## config.mk

```make
export PLATFORM = sky130hd
export DESIGN_NAME = if_prefetch_queue
export DESIGN_NICKNAME = d
export VERILOG_FILES = /design/src/rtl/if_prefetch_queue.sv
export SDC_FILE = /design/constraint.sdc
export NUM_CORES = 1
export LEC_CHECK = 0
export ABC_AREA = 1
export BUFFER_PORTS_ARGS = -buffer_cell sky130_fd_sc_hd__buf_2
export CAP_MARGIN = 40
export CORE_UTILIZATION = 64
export DETAILED_ROUTE_END_ITERATION = 10
export PLACE_DENSITY = 0.85
export SLEW_MARGIN = 20
export SYNTH_ARGS = -nofsm -noshare
export SYNTH_HDL_FRONTEND = slang
export SYNTH_SLANG_ARGS = --single-unit
```

## constraint.sdc

```tcl
create_clock -name clk -period 21.7 [get_ports clk]
set_input_delay 4.34 -clock clk [delete_from_list [all_inputs] [get_ports clk]]
set_output_delay 4.34 -clock clk [all_outputs]
set_load 0.1 [all_outputs]
```

## src/rtl/if_prefetch_queue.sv

```systemverilog
// Instruction-fetch front end: pipelined imem requests, DEPTH-entry prefetch FIFO toward ID,
// redirect flush with discard of stale in-flight responses.
module if_prefetch_queue #(
  parameter int unsigned     XLEN            = 32,
  parameter int unsigned     DEPTH           = 4,
  parameter int unsigned     MAX_OUTSTANDING = 2,
  parameter logic [XLEN-1:0] RESET_PC        = 32'h8000_0000
) (
  input  logic                     clk,
  input  logic                     rst,
  input  logic                     redirect_valid,
  input  logic [XLEN-1:0]          redirect_pc,
  output logic                     imem_req_valid,
  input  logic                     imem_req_ready,
  output logic [XLEN-1:0]          imem_req_addr,
  input  logic                     imem_rsp_valid,
  input  logic [31:0]              imem_rsp_data,
  output logic                     id_valid,
  input  logic                     id_ready,
  output logic [XLEN-1:0]          id_pc,
  output logic [31:0]              id_instr,
  output logic [$clog2(DEPTH):0]   occupancy
);

  localparam int unsigned AW = $clog2(DEPTH);
  localparam int unsigned CW = AW + 1;
  localparam int unsigned TW = (MAX_OUTSTANDING > 1) ? $clog2(MAX_OUTSTANDING) : 1;
  localparam logic [CW:0]   DEPTH_L = (CW+1)'(DEPTH);
  localparam logic [CW-1:0] MAXO_L  = CW'(MAX_OUTSTANDING);

  logic [XLEN-1:0] fetch_pc;
  logic [CW-1:0]   outstanding;
  logic [CW-1:0]   drop_cnt;
  logic [XLEN-1:0] tag_pc [MAX_OUTSTANDING];
  logic [TW-1:0]   tag_wr, tag_rd;
  logic [XLEN-1:0] fifo_pc    [DEPTH];
  logic [31:0]     fifo_instr [DEPTH];
  logic [CW-1:0]   wr_ptr, rd_ptr;

  logic fifo_empty, req_fire, rsp_accept, rsp_live, pop;

  function automatic logic [TW-1:0] tag_inc(input logic [TW-1:0] p);
    return (p == TW'(MAX_OUTSTANDING - 1)) ? '0 : p + TW'(1);
  endfunction

  assign occupancy     = wr_ptr - rd_ptr;
  assign fifo_empty    = (wr_ptr == rd_ptr);
  assign imem_req_addr = fetch_pc;
  assign id_valid      = !fifo_empty;
  assign id_pc         = fifo_pc[rd_ptr[AW-1:0]];
  assign id_instr      = fifo_instr[rd_ptr[AW-1:0]];

  // Counting in-flight requests against free FIFO slots guarantees every live response lands.
  assign imem_req_valid = !rst && !redirect_valid && (outstanding < MAXO_L)
                          && (({1'b0, occupancy} + {1'b0, outstanding}) < DEPTH_L);

  assign req_fire   = imem_req_valid && imem_req_ready;
  assign rsp_accept = imem_rsp_valid && (outstanding != '0);
  assign rsp_live   = rsp_accept && (drop_cnt == '0) && !redirect_valid;
  assign pop        = id_valid && id_ready && !redirect_valid;

  always_ff @(posedge clk or posedge rst) begin
    if (rst) begin
      fetch_pc    <= RESET_PC;
      outstanding <= '0;
      drop_cnt    <= '0;
      tag_wr      <= '0;
      tag_rd      <= '0;
      wr_ptr      <= '0;
      rd_ptr      <= '0;
      for (int unsigned i = 0; i < MAX_OUTSTANDING; i++) tag_pc[i] <= '0;
      for (int unsigned i = 0; i < DEPTH; i++) begin
        fifo_pc[i]    <= '0;
        fifo_instr[i] <= '0;
      end
    end else if (redirect_valid) begin
      // Everything still in flight after this cycle belongs to the old stream.
      fetch_pc    <= redirect_pc & ~XLEN'(3);
      outstanding <= outstanding - CW'(rsp_accept);
      drop_cnt    <= outstanding - CW'(rsp_accept);
      tag_wr      <= '0;
      tag_rd      <= '0;
      wr_ptr      <= '0;
      rd_ptr      <= '0;
    end else begin
      if (req_fire) begin
        fetch_pc       <= fetch_pc + XLEN'(4);
        tag_pc[tag_wr] <= fetch_pc;
        tag_wr         <= tag_inc(tag_wr);
      end
      outstanding <= outstanding + CW'(req_fire) - CW'(rsp_accept);
      if (rsp_accept && (drop_cnt != '0)) drop_cnt <= drop_cnt - CW'(1);
      if (rsp_live) begin
        fifo_pc[wr_ptr[AW-1:0]]    <= tag_pc[tag_rd];
        fifo_instr[wr_ptr[AW-1:0]] <= imem_rsp_data;
        wr_ptr                     <= wr_ptr + CW'(1);
        tag_rd                     <= tag_inc(tag_rd);
      end
      if (pop) rd_ptr <= rd_ptr + CW'(1);
    end
  end

`ifndef SYNTHESIS
  always @(posedge clk) begin
    if (!rst && imem_rsp_valid && (outstanding == '0))
      $error("if_prefetch_queue: imem response with no request outstanding");
  end
`endif

endmodule

```

Word-level counts from Yosys, hierarchy flattened
Index checks and enable logic that the tools add are counted.
{ "word_totals": {"word_cells": 97, "in_bits": 70, "register_bits": 366, "output_inout_bits": 101} }
{ "op_classes": {"eq_ne": 1, "mux": 31, "magnitude_cmp": 8, "reduce_logical": 24, "bitwise_logic": 5, "addsub": 11} }
{ "ops": {"columns": ["op", "n"], "rows": [
  ["$mux 32", 11],
  ["$bwmux 128", 2],
  ["$bmux 32 s2", 2],
  ["$bwmux 64", 1],
  ["$demux 32 s2", 1],
  ["$add 32x3->32 const B", 1],
  ["$demux 32 s1", 1],
  ["$mux 3", 7],
  ["$logic_and 1x1->1", 12],
  ["$reduce_bool 2->1", 4],
  ["$add 3x1->3 const B", 2],
  ["$ge 3x3->1 const B", 2],
  ["$mux 1", 6],
  ["$not 2->3", 2],
  ["$reduce_bool 3->1", 2],
  ["$sub 3x1->3", 2],
  ["$add 3x3->4", 1],
  ["$ge 2x2->1 const B", 2],
  ["$lt 4x3->1 const B", 1],
  ["$not 1->2", 2],
  ["$reduce_and 2->1", 2],
  ["$add 3x1->3", 1],
  ["$eq 3x3->1", 1],
  ["$logic_not 1->1", 3],
  ["8 further kinds", 9]
]} }

Logic depth before layout (Yosys ltp)
Gate-level depths: netlist of the first run.
{ "logic_depth": {"word_depth": 8, "ltp_mapped": 17, "ltp_nobuf": 16} }

Least setup slack after synthesis of the first run
OpenSTA, ideal clock, no wires.
{ "synth_path": {"path_type": "input to output", "startpoint": "input rst", "endpoint": "output imem_req_valid", "path_buffers": 0, "arrival_time_ns": 13.453, "required_time_ns": 17.360, "setup_slack_ns": 3.907, "path_stages": 3, "path_cell_list": "inv_1 > nand3_1 > nor2_1"} }
{ "synth_between": {"elab_chain_cells": 4} }
{ "synth_rtl": {"columns": ["element", "line_no", "text"], "rows": [
  ["from (decl)", "10", "input logic rst,"],
  ["$logic_not 1->1 (no line)", null, null],
  ["$logic_and 1x1->1 (2 in a row)", "54", "assign imem_req_valid = !rst && !redirect_valid && (outstanding < MAXO_L)"],
  ["$logic_and 1x1->1", "55", "&& (({1'b0, occupancy} + {1'b0, outstanding}) < DEPTH_L);"],
  ["to (decl)", "13", "output logic imem_req_valid,"]
]} }
Every way passes these cells.

Worst setup path after layout of the first run
Same ends and word-level chain as after synthesis.

==> impl_summary.txt, run 1 <==
----------------------------------------------------
[CTS]
  Buffers from clock root to sink, at most ... 3
  Post-CTS setup-driven buffer insertion count ... 0
  TritonCTS buffer count ... 37
  Sinks on the clock net ... 352
  Number of instances resized during post-cts repair ... 0
  Root buffer selected by CTS ... clkbuf_16
  TritonCTS clock tree ... built
  Clock edge transition at the registers on the reported setup and hold paths ... 0.06 ns
  Hold buffers post-CTS ... 0
  Clock insertion delay at the later pin of the skew report ... 0.52 ns
  H-tree levels ... 2

[Synthesis]
  Most used standard cells in the synthesized netlist ... 1095 x nand2_1, 351 x dfrtp_1, 179 x o21ai_0, 174 x nor2_1, 74 x inv_1
  Biggest area contributors in the synthesized netlist ... dfrtp_1 52%, nand2_1 25%, o21ai_0 5.3%
  Synth Instances ... 2210
  Count of synthesis-stage warnings from yosys ... 0
  Synthesized area per cell ... 7.58 sq um
  Synthesized flop and latch total ... 352
  Leading cell type by number of instances after synthesis ... nand2_1
  Area share of the leading cell type in the synthesized netlist ... 52.4%
  Cell type with the highest aggregate area in the netlist ... dfrtp_1
  Total standard cell area after synthesis ... 16800 sq um
  Number of synthesized flops with an enable pin ... 0
  Proportion of synthesized chip area in sequential cells ... 52.6%
  Yosys cell types ... 29
  Async SR Flop Fraction ... 100%
  Dominant synthesized flop cell ... dfrtp_1

[Routing]
  Post-detailed-route count of antenna-violating nets ... 0
  WL final ... 43600 microns
  Vias/cell ... 5.66
  Number of design rule violations left after detail routing ... 0
  Vias post-DR ... 15100
  Initial drt markers ... 1577
  Initial DRT Pass Iterations ... 6
  Routed WL per cell ... 16.3 microns

[GRT]
  Gr usage total ... 33.3%
  Remaining Overflow, GRT ... 0
  Global-route wire length before repair ... 71200 microns
  Maximum number of pins on one net before global-route repair ... 86
  Antenna violations before repair ... 1
  Via count of the first global-routing pass ... 14400

[STA]
  Max Fclk ... 101 MHz
  Relative slew margins ... 43.2%
  Final hold violation count ... 0
  Final slew viol count ... 0
  Transition time at the pin with the least slew margin ... 0.852 ns
  Largest clock skew in the final design ... 0.0152 ns
  Unrepaired setup endpoints after global routing ... no
  Final setup violation count ... 0
  Setup tns final ... 0 ns
  Period utilization ... 45.6%
  Clock period minus worst slack ... 9.89 ns
  Minimum hold slack ... 0.465 ns

[Setup path]
  Ordered list of cells on the worst path ... buf_2 -> inv_8 -> nand3_1 -> nor2_1 -> buf_2
  CP max FO ... 61
  Data required time at the worst endpoint ... 17.36 ns
  Arrival time of the worst setup path ... 5.55 ns
  CP most frequent cell ... buf_2
  Cell at the slowest stage of the critical path ... buf_2
  Critical Setup Path Class ... in -> out
  Worst path max stage delay ... 0.45 ns
  Type of destination of the critical path ... primary output
  Worst Setup Start Kind ... input pin

[Floorplanning]
  Die outline area ... 26800 sq um
  Number of top-level pins ... 171
  Height of the die ... 164 microns
  Core Rows ... 58
  Initial Utilization ... 66.0%
  Die width ... 164 microns
  Core region area ... 25400 sq um

[Power]
  Worst-case vdd ir drop ... 0.000165 V
  PD cells ... 157 nW/um^2
  P_leak ... 10.5 nW
  Part of the power in combinational logic ... 49.1%
  Switching power of the nets ... 0.00156 W
  Cell internal power dissipation ... 0.00144 W
  Part of the power in the clock network ... 22.6%
  Switching share of power ... 51.9%
  Part of the power in registers ... 28.2%

[Layout]
  Area growth from synthesis to final layout ... 13.7%
  Fill count ... 1886
  ANT cells ... 0
  Final Net Count ... 2405
  Final Core Density ... 75.0%
  Share of post-route cells with drive strength above 1 ... 11.6%

[Place]
  Final HPWL from detailed placement ... 25000 microns
  I/O Buffers ... 164
  Final estimated routing congestion in global placement ... 0.932

[Min path]
  Worst Hold Class ... reg -> reg

[Outcome]
  Outcome ... complete, no violations

[Job]
  Number of max-cap violations ... 0

----------------------------------------------------
-- area by class of cell --
type	count	area [sq um]	share of cell area (%)
Multi-Input combinational cell	1657	7060	37.0
Clock inverter	11	188	0.985
Timing Repair Buffer	186	1130	5.94
Sequential cell	352	8810	46.3
Inverter	82	317	1.66
Clock buffer	54	1130	5.94
Tap cell	330	413	2.17
-- cells in the final DEF (no fill, tap or decap), drive strengths merged --
cell,instances
inv,82
nand3b,1
nand3,62
dfrtp,351
o21ai,210
a31oi,1
nand2,1101
buf,186
xor2,10
nor2,178
o22ai,62
bufinv,5
nand4,1
dfstp,1
clkbuf,54
xnor2,2
or2,2
clkinv,6
fa,2
ha,17
conb,4
a21oi,4
-- routing by layer --
layer / vias to the layer above / global-route usage (%) / share of wire [%]
met1: 7239 / 44.0 / 41
met2: 642 / 56.3 / 49
li1: 7139 / - / -
met4: 2 / 13.2 / 3.2
met3: 105 / 3.91 / 7.1
met5: - / 0 / 0.030
-- final timing paths --
kind	slack [ns]	startpoint	cells past startpoint	endpoint
min reg2reg	0.47	fifo_pc[87]	2	fifo_pc[87]
max reg2reg	17.53	rd_ptr[1]	15	tag_pc[63]
min in group asynchronous	3.84	rst	2	outstanding[0]
min	0.47	fifo_pc[87]	2	fifo_pc[87]
max	11.81	rst	5	imem_req_valid
max in group asynchronous	16.01	rst	5	fifo_instr[2]
-- per-stage QoR --
stage	setup WS (ns)	instances	total power, W	area (sq um)
6_report	11.81	2672	0.00300	19100
5_1_grt	11.67	2672	0.00313	19100
4_1_cts	11.78	2670	0.00299	19000
3_5_place_dp	11.78	2605	0.00231	17700
3_3_place_gp	11.39	2598	0.00227	17500
2_1_floorplan	3.91	2213	0.00204	16800
-- registers in the layout, summed over array words and instances, names as in the netlist --
name	flops
drop_cnt	3
fifo_pc	120
fifo_instr	128
tag_rd	1
outstanding	3
imem_req_addr	30
tag_pc	60
rd_ptr	3
wr_ptr	3
tag_wr	1
-- power groups by stage --
| stage | Sequential, W | Clock [W] | Combinational [W] |
|---|---|---|---|
| 2_1_floorplan | 0.000887 | 0 | 0.00116 |
| 3_3_place_gp | 0.000846 | 0 | 0.00143 |
| 3_5_place_dp | 0.000852 | 0 | 0.00146 |
| 4_1_cts | 0.000843 | 0.000684 | 0.00146 |
| 5_1_grt | 0.000859 | 0.000711 | 0.00156 |
| 6_report | 0.000846 | 0.000679 | 0.00147 |
-- logic make-up after synthesis --
group           Yosys count  synth area share [%]
xor+xnor                 12                 0.627
other cells               1                0.0224
buf+inv                 204                  5.50
simple gates           1345                  30.9
compound gates          277                  8.83
fa+ha+maj                19                  1.51
flops                   352                  52.6
-- worst max-delay path: cells and delay by family --
kind / cells / cell delay [ns]
and+or+nand+nor: 2 / 0.29
buffers and inverters: 3 / 0.89
No activity file was read; power rests on OpenSTA's default activity.
==> inputs of run 2 (changes only) <==
ABC_AREA = 0   (was 1)
CORE_UTILIZATION = 53   (was 64)
PLACE_DENSITY = 0.75   (was 0.85)
clock period = 8.55 ns   (was 21.7 ns; I/O delays follow)
==> impl_summary.txt, run 2 <==
----------------------------------------------------
[Setup path]
  Startpoint of the worst setup timing path ... rd_ptr[0] (was rst)
  Buf/Inv on CP ... 2 (was 3)
  Data required time at the worst endpoint ... 6.84 ns (was 17.36 ns)
  Worst reg-to-reg path cell count ... 15 (unchanged)
  CP most frequent cell ... ha_1 (was buf_2)
  Setup slack of the most critical reg-to-reg path ... 4.21 ns (was 17.53 ns)
  Cell at the slowest stage of the critical path ... dfrtp_4 (was buf_2)
  Capturing instance or port of the critical path ... imem_req_valid (unchanged)
  Arrival time of the worst setup path ... 3.25 ns (was 5.55 ns)
  R2R Path Start ... rd_ptr[0] (was rd_ptr[1])
  Worst path depth ... 9 (was 5)
  Type of destination of the critical path ... primary output (unchanged)
  CP max FO ... 19 (was 61)
  Crit Reg-Reg Endpoint ... outstanding[2] (was tag_pc[63])
  Worst Setup Start Kind ... flop (was input pin)
  Critical Setup Path Class ... reg -> out (was in -> out)
  Ordered list of cells on the worst path ... ha_1 -> inv_1 -> fa_1 -> xor2_1 -> ha_1 -> nor4_1 -> nand2_1 -> nor2_1 -> buf_2 (was buf_2 -> inv_8 -> nand3_1 -> nor2_1 -> buf_2)
  Worst path max stage delay ... 0.68 ns (was 0.45 ns)
  Kind of cell adding the most delay to the critical path ... adder cells (was buffers and inverters)

[Layout]
  Most common library cell in the layout ignoring fill and taps ... dfrtp_1 (was nand2_1)
  Summed area of non-filler cells in the final layout ... 18800 sq um (was 19100 sq um)
  ANT cells ... 0 (unchanged)
  Leading cell types in the layout, fill and taps excluded ... 349 x dfrtp_1, 340 x mux2_2, 164 x buf_2 (was 1094 x nand2_1, 349 x dfrtp_1, 179 x o21ai_0)
  Fill count ... 2147 (was 1886)
  Share of post-route cells with drive strength above 1 ... 53.0% (was 11.6%)
  Non-filler instance count after layout ... 1655 (was 2672)
  Final Net Count ... 1326 (was 2405)
  Flip-flop count of the largest register, all copies and words added ... 128 (unchanged)
  Biggest register ... fifo_instr (unchanged)
  Top flop regs ... fifo_instr (128), fifo_pc (120), tag_pc (60) (unchanged)
  Area growth from synthesis to final layout ... 17.2% (was 13.7%)

[CTS]
  Root buffer selected by CTS ... clkbuf_16 (unchanged)
  Hold buffers post-CTS ... 0 (unchanged)
  Sinks on the clock net ... 352 (unchanged)
  H-tree levels ... 2 (unchanged)
  TritonCTS clock tree ... built (unchanged)
  Clock insertion delay at the later pin of the skew report ... 0.52 ns (about the same)
  Post-CTS setup-driven buffer insertion count ... 0 (unchanged)
  TritonCTS buffer count ... 38 (was 37)
  Buffers from clock root to sink, at most ... 3 (unchanged)
  Clock edge transition at the registers on the reported setup and hold paths ... 0.06 ns (about the same)
  Number of instances resized during post-cts repair ... 0 (unchanged)

[Place]
  Final HPWL from detailed placement ... 21200 microns (was 25000 microns)
  Worst setup slack after placement ... 3.66 ns (was 11.78 ns)
  Final estimated routing congestion in global placement ... 0.819 (was 0.932)
  Placed cells ... 1585 (was 2605)
  I/O Buffers ... 164 (unchanged)
  Placed Instance Area ... 17400 sq um (was 17700 sq um)

[Routing]
  Initial DRT Pass Iterations ... 5 (was 6)
  Vias/cell ... 5.77 (was 5.66)
  WL final ... 33500 microns (was 43600 microns)
  Number of design rule violations left after detail routing ... 0 (unchanged)
  Routed WL per cell ... 20.3 microns (was 16.3 microns)
  Initial drt markers ... 506 (was 1577)
  Vias post-DR ... 9545 (was 15100)
  Post-detailed-route count of antenna-violating nets ... 0 (unchanged)

[Synthesis]
  Count of synthesis-stage warnings from yosys ... 0 (unchanged)
  Cell type with the highest aggregate area in the netlist ... dfrtp_1 (unchanged)
  Total standard cell area after synthesis ... 16100 sq um (was 16800 sq um)
  Number of synthesized flops with an enable pin ... 0 (unchanged)
  Synthesized flop and latch total ... 352 (unchanged)
  Yosys cell types ... 50 (was 29)
  Async SR Flop Fraction ... 100% (unchanged)
  Biggest area contributors in the synthesized netlist ... dfrtp_1 55%, mux2_2 24%, mux4_2 8.7% (was dfrtp_1 52%, nand2_1 25%, o21ai_0 5.3%)
  Leading cell type by number of instances after synthesis ... dfrtp_1 (was nand2_1)
  Area share of the leading cell type in the synthesized netlist ... 54.7% (was 52.4%)
  Most used standard cells in the synthesized netlist ... 351 x dfrtp_1, 340 x mux2_2, 62 x mux4_2, 42 x nand2_1, 28 x buf_2 (was 1095 x nand2_1, 351 x dfrtp_1, 179 x o21ai_0, 174 x nor2_1, 74 x inv_1)
  Synth Instances ... 1079 (was 2210)
  Dominant synthesized flop cell ... dfrtp_1 (unchanged)
  Proportion of synthesized chip area in sequential cells ... 54.8% (was 52.6%)
  Synthesized area per cell ... 14.9 sq um (was 7.58 sq um)

[Floorplanning]
  Die width ... 176 microns (was 164 microns)
  Height of the die ... 176 microns (was 164 microns)
  Number of top-level pins ... 171 (unchanged)
  Core Rows ... 63 (was 58)
  Initial Utilization ... 54.1% (was 66.0%)
  Die outline area ... 31000 sq um (was 26800 sq um)
  Core region area ... 29700 sq um (was 25400 sq um)

[GRT]
  Maximum number of pins on one net before global-route repair ... 67 (was 86)
  Most used routing layer ... met2 (unchanged)
  Global-route track usage on met2 ... 36.9% (was 56.3%)
  Global-route wire length before repair ... 54600 microns (was 71200 microns)
  Via count of the first global-routing pass ... 10100 (was 14400)
  Grt met3 use ... 3.62% (was 3.91%)
  Global-route track usage on met1 ... 30.7% (was 44.0%)
  Gr usage total ... 22.4% (was 33.3%)
  Remaining Overflow, GRT ... 0 (unchanged)
  Antenna violations before repair ... 0 (was 1)

[Power]
  P_leak ... 9.05 nW (was 10.5 nW)
  Worst-case vdd ir drop ... 0.000232 V (was 0.000165 V)
  Sum of internal, switching and leakage power ... 0.00680 W (was 0.00300 W)
  PD cells ... 361 nW/um^2 (was 157 nW/um^2)

[STA]
  Max Fclk ... 202 MHz
  Clock period minus worst slack ... 4.96 ns
  Largest clock skew in the final design ... 0.0160 ns (was 0.0152 ns)
  Final setup violation count ... 0 (unchanged)
  Final hold violation count ... 0 (unchanged)
  Period utilization ... 58.0%
  Unrepaired setup endpoints after global routing ... no (unchanged)
  Relative slew margins ... 51.9% (was 43.2%)
  Post-route setup slack ... 3.59 ns (was 11.81 ns)
  Final slew viol count ... 0 (unchanged)
  Transition time at the pin with the least slew margin ... 0.721 ns (was 0.852 ns)
  Setup tns final ... 0 ns (unchanged)

[Min path]
  Worst Hold Class ... reg -> reg (unchanged)

[Outcome]
  Outcome ... complete, no violations (unchanged)

[Job]
  Number of max-cap violations ... 0 (unchanged)

----------------------------------------------------
==> run 2: cell types whose count changed after synthesis, sizes merged, moves of 51 or more <==
cell,previous run,this run
nand2,1101,42
nor2,178,15
o22ai,62,0
mux2,0,340
o21ai,210,21
inv,80,17
mux4,0,62
nand3,62,11
==> run 2: final cells by class <==
cell class	instances	area [sq um]	share of cell area, %
flip-flops and latches	352	8810	46.8
well taps	390	488	2.59
repair buffers	188	1200	6.37
clock buffers	53	1160	6.17
inverters	17	67.6	0.359
multi-input cells	640	6850	36.4
clock inverters	15	255	1.36
==> run 2: worst min path at each step <==
stage / cells after the start / to / startpoint / slack [ns]
after floorplan: 2 / tag_pc[29] / tag_pc[29] / 0.44
final: 2 / tag_pc[9] / tag_pc[9] / 0.49
after detailed placement: 2 / tag_pc[29] / tag_pc[29] / 0.47
after global routing: 1 / fifo_pc[41] / fifo_pc[41] / 0.51
after global placement: 2 / tag_pc[29] / tag_pc[29] / 0.46
after CTS: 2 / tag_pc[29] / tag_pc[29] / 0.48
==> run 2: cells by family (layout without fill, tap and decap cells) <==
| logic type | after synthesis | count (layout) | synth area share [%] |
|---|---|---|---|
| muxes | 407 | 407 | 32.8 |
| adders and majority gates | 19 | 19 | 1.57 |
| and+or+nand+nor | 136 | 136 | 4.59 |
| buffers and inverters | 90 | 273 | 2.76 |
| other | 1 | 4 | 0.0233 |
| xor gates and xnor gates | 25 | 25 | 1.36 |
| DFF | 352 | 352 | 54.8 |
| AOI/OAI and AO/OA | 49 | 49 | 2.03 |
==> run 2: worst reg2reg max path: cells and delay by family, from the launching register on <==
family	cells	cell delay, ns
simple gates	2	0.56
flops	1	0.68
buf+inv	4	0.77
compound gates	1	0.08
fa+ha+maj	6	1.74
xor+xnor	2	0.37
==> run 2: stage by stage <==
step | util [%] | hold slack [ns]
2_1_floorplan | - | 0.444
3_3_place_gp | 57.6 | 0.462
3_5_place_dp | 58.4 | 0.472
4_1_cts | 63.2 | 0.484
5_1_grt | 63.4 | 0.512
6_report | 63.4 | 0.494
==> run 2: power breakdown <==
| part | internal [W] | switching [W] | total (W) |
|---|---|---|---|
| Combinational | 0.000761 | 0.00198 | 0.00274 |
| Sequential | 0.00201 | 0.000226 | 0.00224 |
| Clock | 0.00116 | 0.000659 | 0.00182 |
| Total | 0.00393 | 0.00287 | 0.00680 |
==> run 2: per-layer routing <==
metal | vias up | share of wire, %
met5 | - | 0
met4 | 0 | 2.6
met3 | 63 | 4.2
met2 | 224 | 49
met1 | 4981 | 44
li1 | 4277 | -
==> inputs of run 3 (changes only) <==
clock period = 4.5 ns   (was 8.55 ns; I/O delays follow)
==> impl_summary.txt, run 3 (synthesis gave the netlist of run 2 again) <==
----------------------------------------------------
[Min path]
  Worst Hold Class ... in -> async (was reg -> reg)

[Power]
  Sum of internal, switching and leakage power ... 0.0128 W (was 0.00680 W)
  P_leak ... 8.99 nW (was 9.05 nW)
  Part of the power in the clock network ... 26.0% (was 26.7%)
  Part of the power in registers ... 33.0% (was 32.9%)
  Switching power of the nets ... 0.00546 W (was 0.00287 W)
  Worst-case vdd ir drop ... 0.000491 V (was 0.000232 V)
  Switching share of power ... 42.6% (was 42.2%)
  Part of the power in combinational logic ... 41.0% (was 40.4%)
  PD cells ... 684 nW/um^2 (was 361 nW/um^2)
  Cell internal power dissipation ... 0.00736 W (was 0.00393 W)

[Setup path]
  Worst path depth ... 10 (was 9)
  Arrival time of the worst setup path ... 3.08 ns (was 3.25 ns)
  Worst path max stage delay ... 0.42 ns (was 0.68 ns)
  Cell at the slowest stage of the critical path ... dfrtp_1 (was dfrtp_4)
  Kind of cell adding the most delay to the critical path ... adder cells (unchanged)
  Setup slack of the most critical reg-to-reg path ... 0.72 ns (was 4.21 ns)
  Buf/Inv on CP ... 3 (was 2)
  Type of destination of the critical path ... primary output (unchanged)
  CP max FO ... 4 (was 19)
  Critical Setup Path Class ... reg -> out (unchanged)
  Data required time at the worst endpoint ... 3.60 ns (was 6.84 ns)
  Worst reg-to-reg path cell count ... 15 (unchanged)
  Worst Setup Start Kind ... flop (unchanged)
  R2R Path Start ... wr_ptr[0] (was rd_ptr[0])
  Crit Reg-Reg Endpoint ... outstanding[2] (unchanged)
  Ordered list of cells on the worst path ... inv_1 -> ha_1 -> inv_1 -> fa_2 -> xor2_4 -> ha_1 -> nor4_1 -> nand2_1 -> nor2_4 -> buf_2 (was ha_1 -> inv_1 -> fa_1 -> xor2_1 -> ha_1 -> nor4_1 -> nand2_1 -> nor2_1 -> buf_2)
  Capturing instance or port of the critical path ... imem_req_valid (unchanged)
  Startpoint of the worst setup timing path ... wr_ptr[0] (was rd_ptr[0])

[Routing]
  Vias post-DR ... 9596 (was 9545)
  Post-detailed-route count of antenna-violating nets ... 0 (unchanged)
  Routed WL per cell ... 20.7 microns (was 20.3 microns)
  Initial drt markers ... 589 (was 506)
  Vias/cell ... 5.80 (was 5.77)
  WL final ... 34200 microns (was 33500 microns)
  Number of design rule violations left after detail routing ... 0 (unchanged)
  Initial DRT Pass Iterations ... 5 (unchanged)

[Floorplanning]
  Die width ... 176 microns (unchanged)
  Core Rows ... 63 (unchanged)
  Initial Utilization ... 54.1% (unchanged)
  Die outline area ... 31000 sq um (unchanged)
  Core region area ... 29700 sq um (unchanged)
  Number of top-level pins ... 171 (unchanged)
  Height of the die ... 176 microns (unchanged)

[STA]
  Post-route setup slack ... 0.518 ns (was 3.59 ns)
  Transition time at the pin with the least slew margin ... 0.713 ns (was 0.721 ns)
  Relative slew margins ... 52.5% (was 51.9%)
  Max Fclk ... 251 MHz
  Clock period minus worst slack ... 3.98 ns
  Unrepaired setup endpoints after global routing ... no (unchanged)
  Final slew viol count ... 0 (unchanged)
  Final hold violation count ... 0 (unchanged)
  Largest clock skew in the final design ... 0.0158 ns (was 0.0160 ns)
  Period utilization ... 88.5%
  Final setup violation count ... 0 (unchanged)

[CTS]
  Post-CTS setup-driven buffer insertion count ... 0 (unchanged)
  Clock insertion delay at the later pin of the skew report ... 0.51 ns (was 0.52 ns)
  Buffers from clock root to sink, at most ... 3 (unchanged)
  Sinks on the clock net ... 352 (unchanged)
  TritonCTS clock tree ... built (unchanged)
  H-tree levels ... 2 (unchanged)
  Hold buffers post-CTS ... 0 (unchanged)
  TritonCTS buffer count ... 39 (was 38)
  Root buffer selected by CTS ... clkbuf_16 (unchanged)
  Number of instances resized during post-cts repair ... 0 (unchanged)
  Clock edge transition at the registers on the reported setup and hold paths ... 0.06 ns (about the same)

[Place]
  I/O Buffers ... 164 (unchanged)
  Final estimated routing congestion in global placement ... 0.850 (was 0.819)
  Final HPWL from detailed placement ... 21300 microns (was 21200 microns)
  Placed cells ... 1584 (was 1585)
  Worst setup slack after placement ... 0.750 ns (was 3.66 ns)
  Placed Instance Area ... 17300 sq um (was 17400 sq um)

[Layout]
  Top flop regs ... fifo_instr (128), fifo_pc (120), tag_pc (60) (unchanged)
  Summed area of non-filler cells in the final layout ... 18700 sq um (was 18800 sq um)
  Final Net Count ... 1325 (was 1326)
  Area growth from synthesis to final layout ... 16.6% (was 17.2%)
  Most common library cell in the layout ignoring fill and taps ... dfrtp_1 (unchanged)
  Non-filler instance count after layout ... 1655 (unchanged)
  Share of post-route cells with drive strength above 1 ... 52.8% (was 53.0%)
  Final Core Density ... 63.0% (was 63.4%)
  Biggest register ... fifo_instr (unchanged)
  Leading cell types in the layout, fill and taps excluded ... 348 x dfrtp_1, 340 x mux2_2, 164 x buf_2 (was 349 x dfrtp_1, 340 x mux2_2, 164 x buf_2)
  Flip-flop count of the largest register, all copies and words added ... 128 (unchanged)
  ANT cells ... 0 (unchanged)

[GRT]
  Maximum number of pins on one net before global-route repair ... 91 (was 67)
  Gr usage total ... 23.0% (was 22.4%)
  Via count of the first global-routing pass ... 10100 (about the same)
  Global-route wire length before repair ... 55800 microns (was 54600 microns)
  Remaining Overflow, GRT ... 0 (unchanged)
  Antenna violations before repair ... 0 (unchanged)

[Outcome]
  Outcome ... complete, no violations (unchanged)

[Job]
  Number of max-cap violations ... 0 (unchanged)

----------------------------------------------------
[run 3: cell count changes in the layout (fill, tap and decap cells not counted), moves of 2 or more]
cell | previous run | this run
buf_16 | 8 | 2
bufinv_16 | 7 | 5
clkinvlp_4 | 3 | 1
clkbuf_1 | 3 | 9
buf_12 | 3 | 8
[run 3: power by group through the flow]
stage	Sequential, W	Combinational (W)	Clock [W]
global route	0.00433	0.00550	0.00354
floorplan	0.00435	0.00430	0
finish	0.00423	0.00526	0.00333
CTS	0.00425	0.00528	0.00340
global placement	0.00425	0.00519	0
detailed placement	0.00429	0.00526	0
[run 3: worst reg2reg max path, cell delays in order, from the launching register on]
cell     delay, ns
dfrtp_1       0.42
inv_1         0.12
ha_1          0.16
inv_1         0.05
fa_2          0.38
xor2_4        0.20
ha_1          0.21
nor4_1        0.32
and4_1        0.26
inv_1         0.25
ha_1          0.38
inv_1         0.05
ha_1          0.19
fa_1          0.39
xor2_1        0.18
o21ai_0       0.10
[run 3: area by class of cell]
type	count	area [sq um]
inverter	17	67.6
tap	390	488
clock inverter	12	191
timing repair buffer	186	1130
sequential	352	8820
clock buffer	58	1170
multi-input combinational	640	6870
fill	2202	11000
[run 3: worst min-delay path by stage]
stage | cells after the start | slack (ns) | to | from
floorplan | 2 | 0.44 | tag_pc[29] | tag_pc[29]
global placement | 2 | 0.46 | tag_pc[29] | tag_pc[29]
detailed placement | 2 | 0.47 | tag_pc[9] | tag_pc[9]
CTS | 2 | 0.33 | imem_req_addr[4] | rst
global route | 2 | 0.34 | imem_req_addr[4] | rst
finish | 2 | 0.35 | imem_req_addr[4] | rst
[run 3: metrics by stage]
stage	TNS (ns)	hold slack (ns)
5_1_grt	0	0.343
4_1_cts	0	0.331
6_report	0	0.352
3_5_place_dp	0	0.472
3_3_place_gp	0	0.461
2_1_floorplan	-390.86	0.444
[run 3: metal layers]
layer  vias up  track usage, %  share of wire, %
met5         -               0                 0
met4         0            6.52               2.0
met3        52            3.29               3.9
met2       202            38.9                51
met1      5082            31.1                43
li1       4260               -                 -
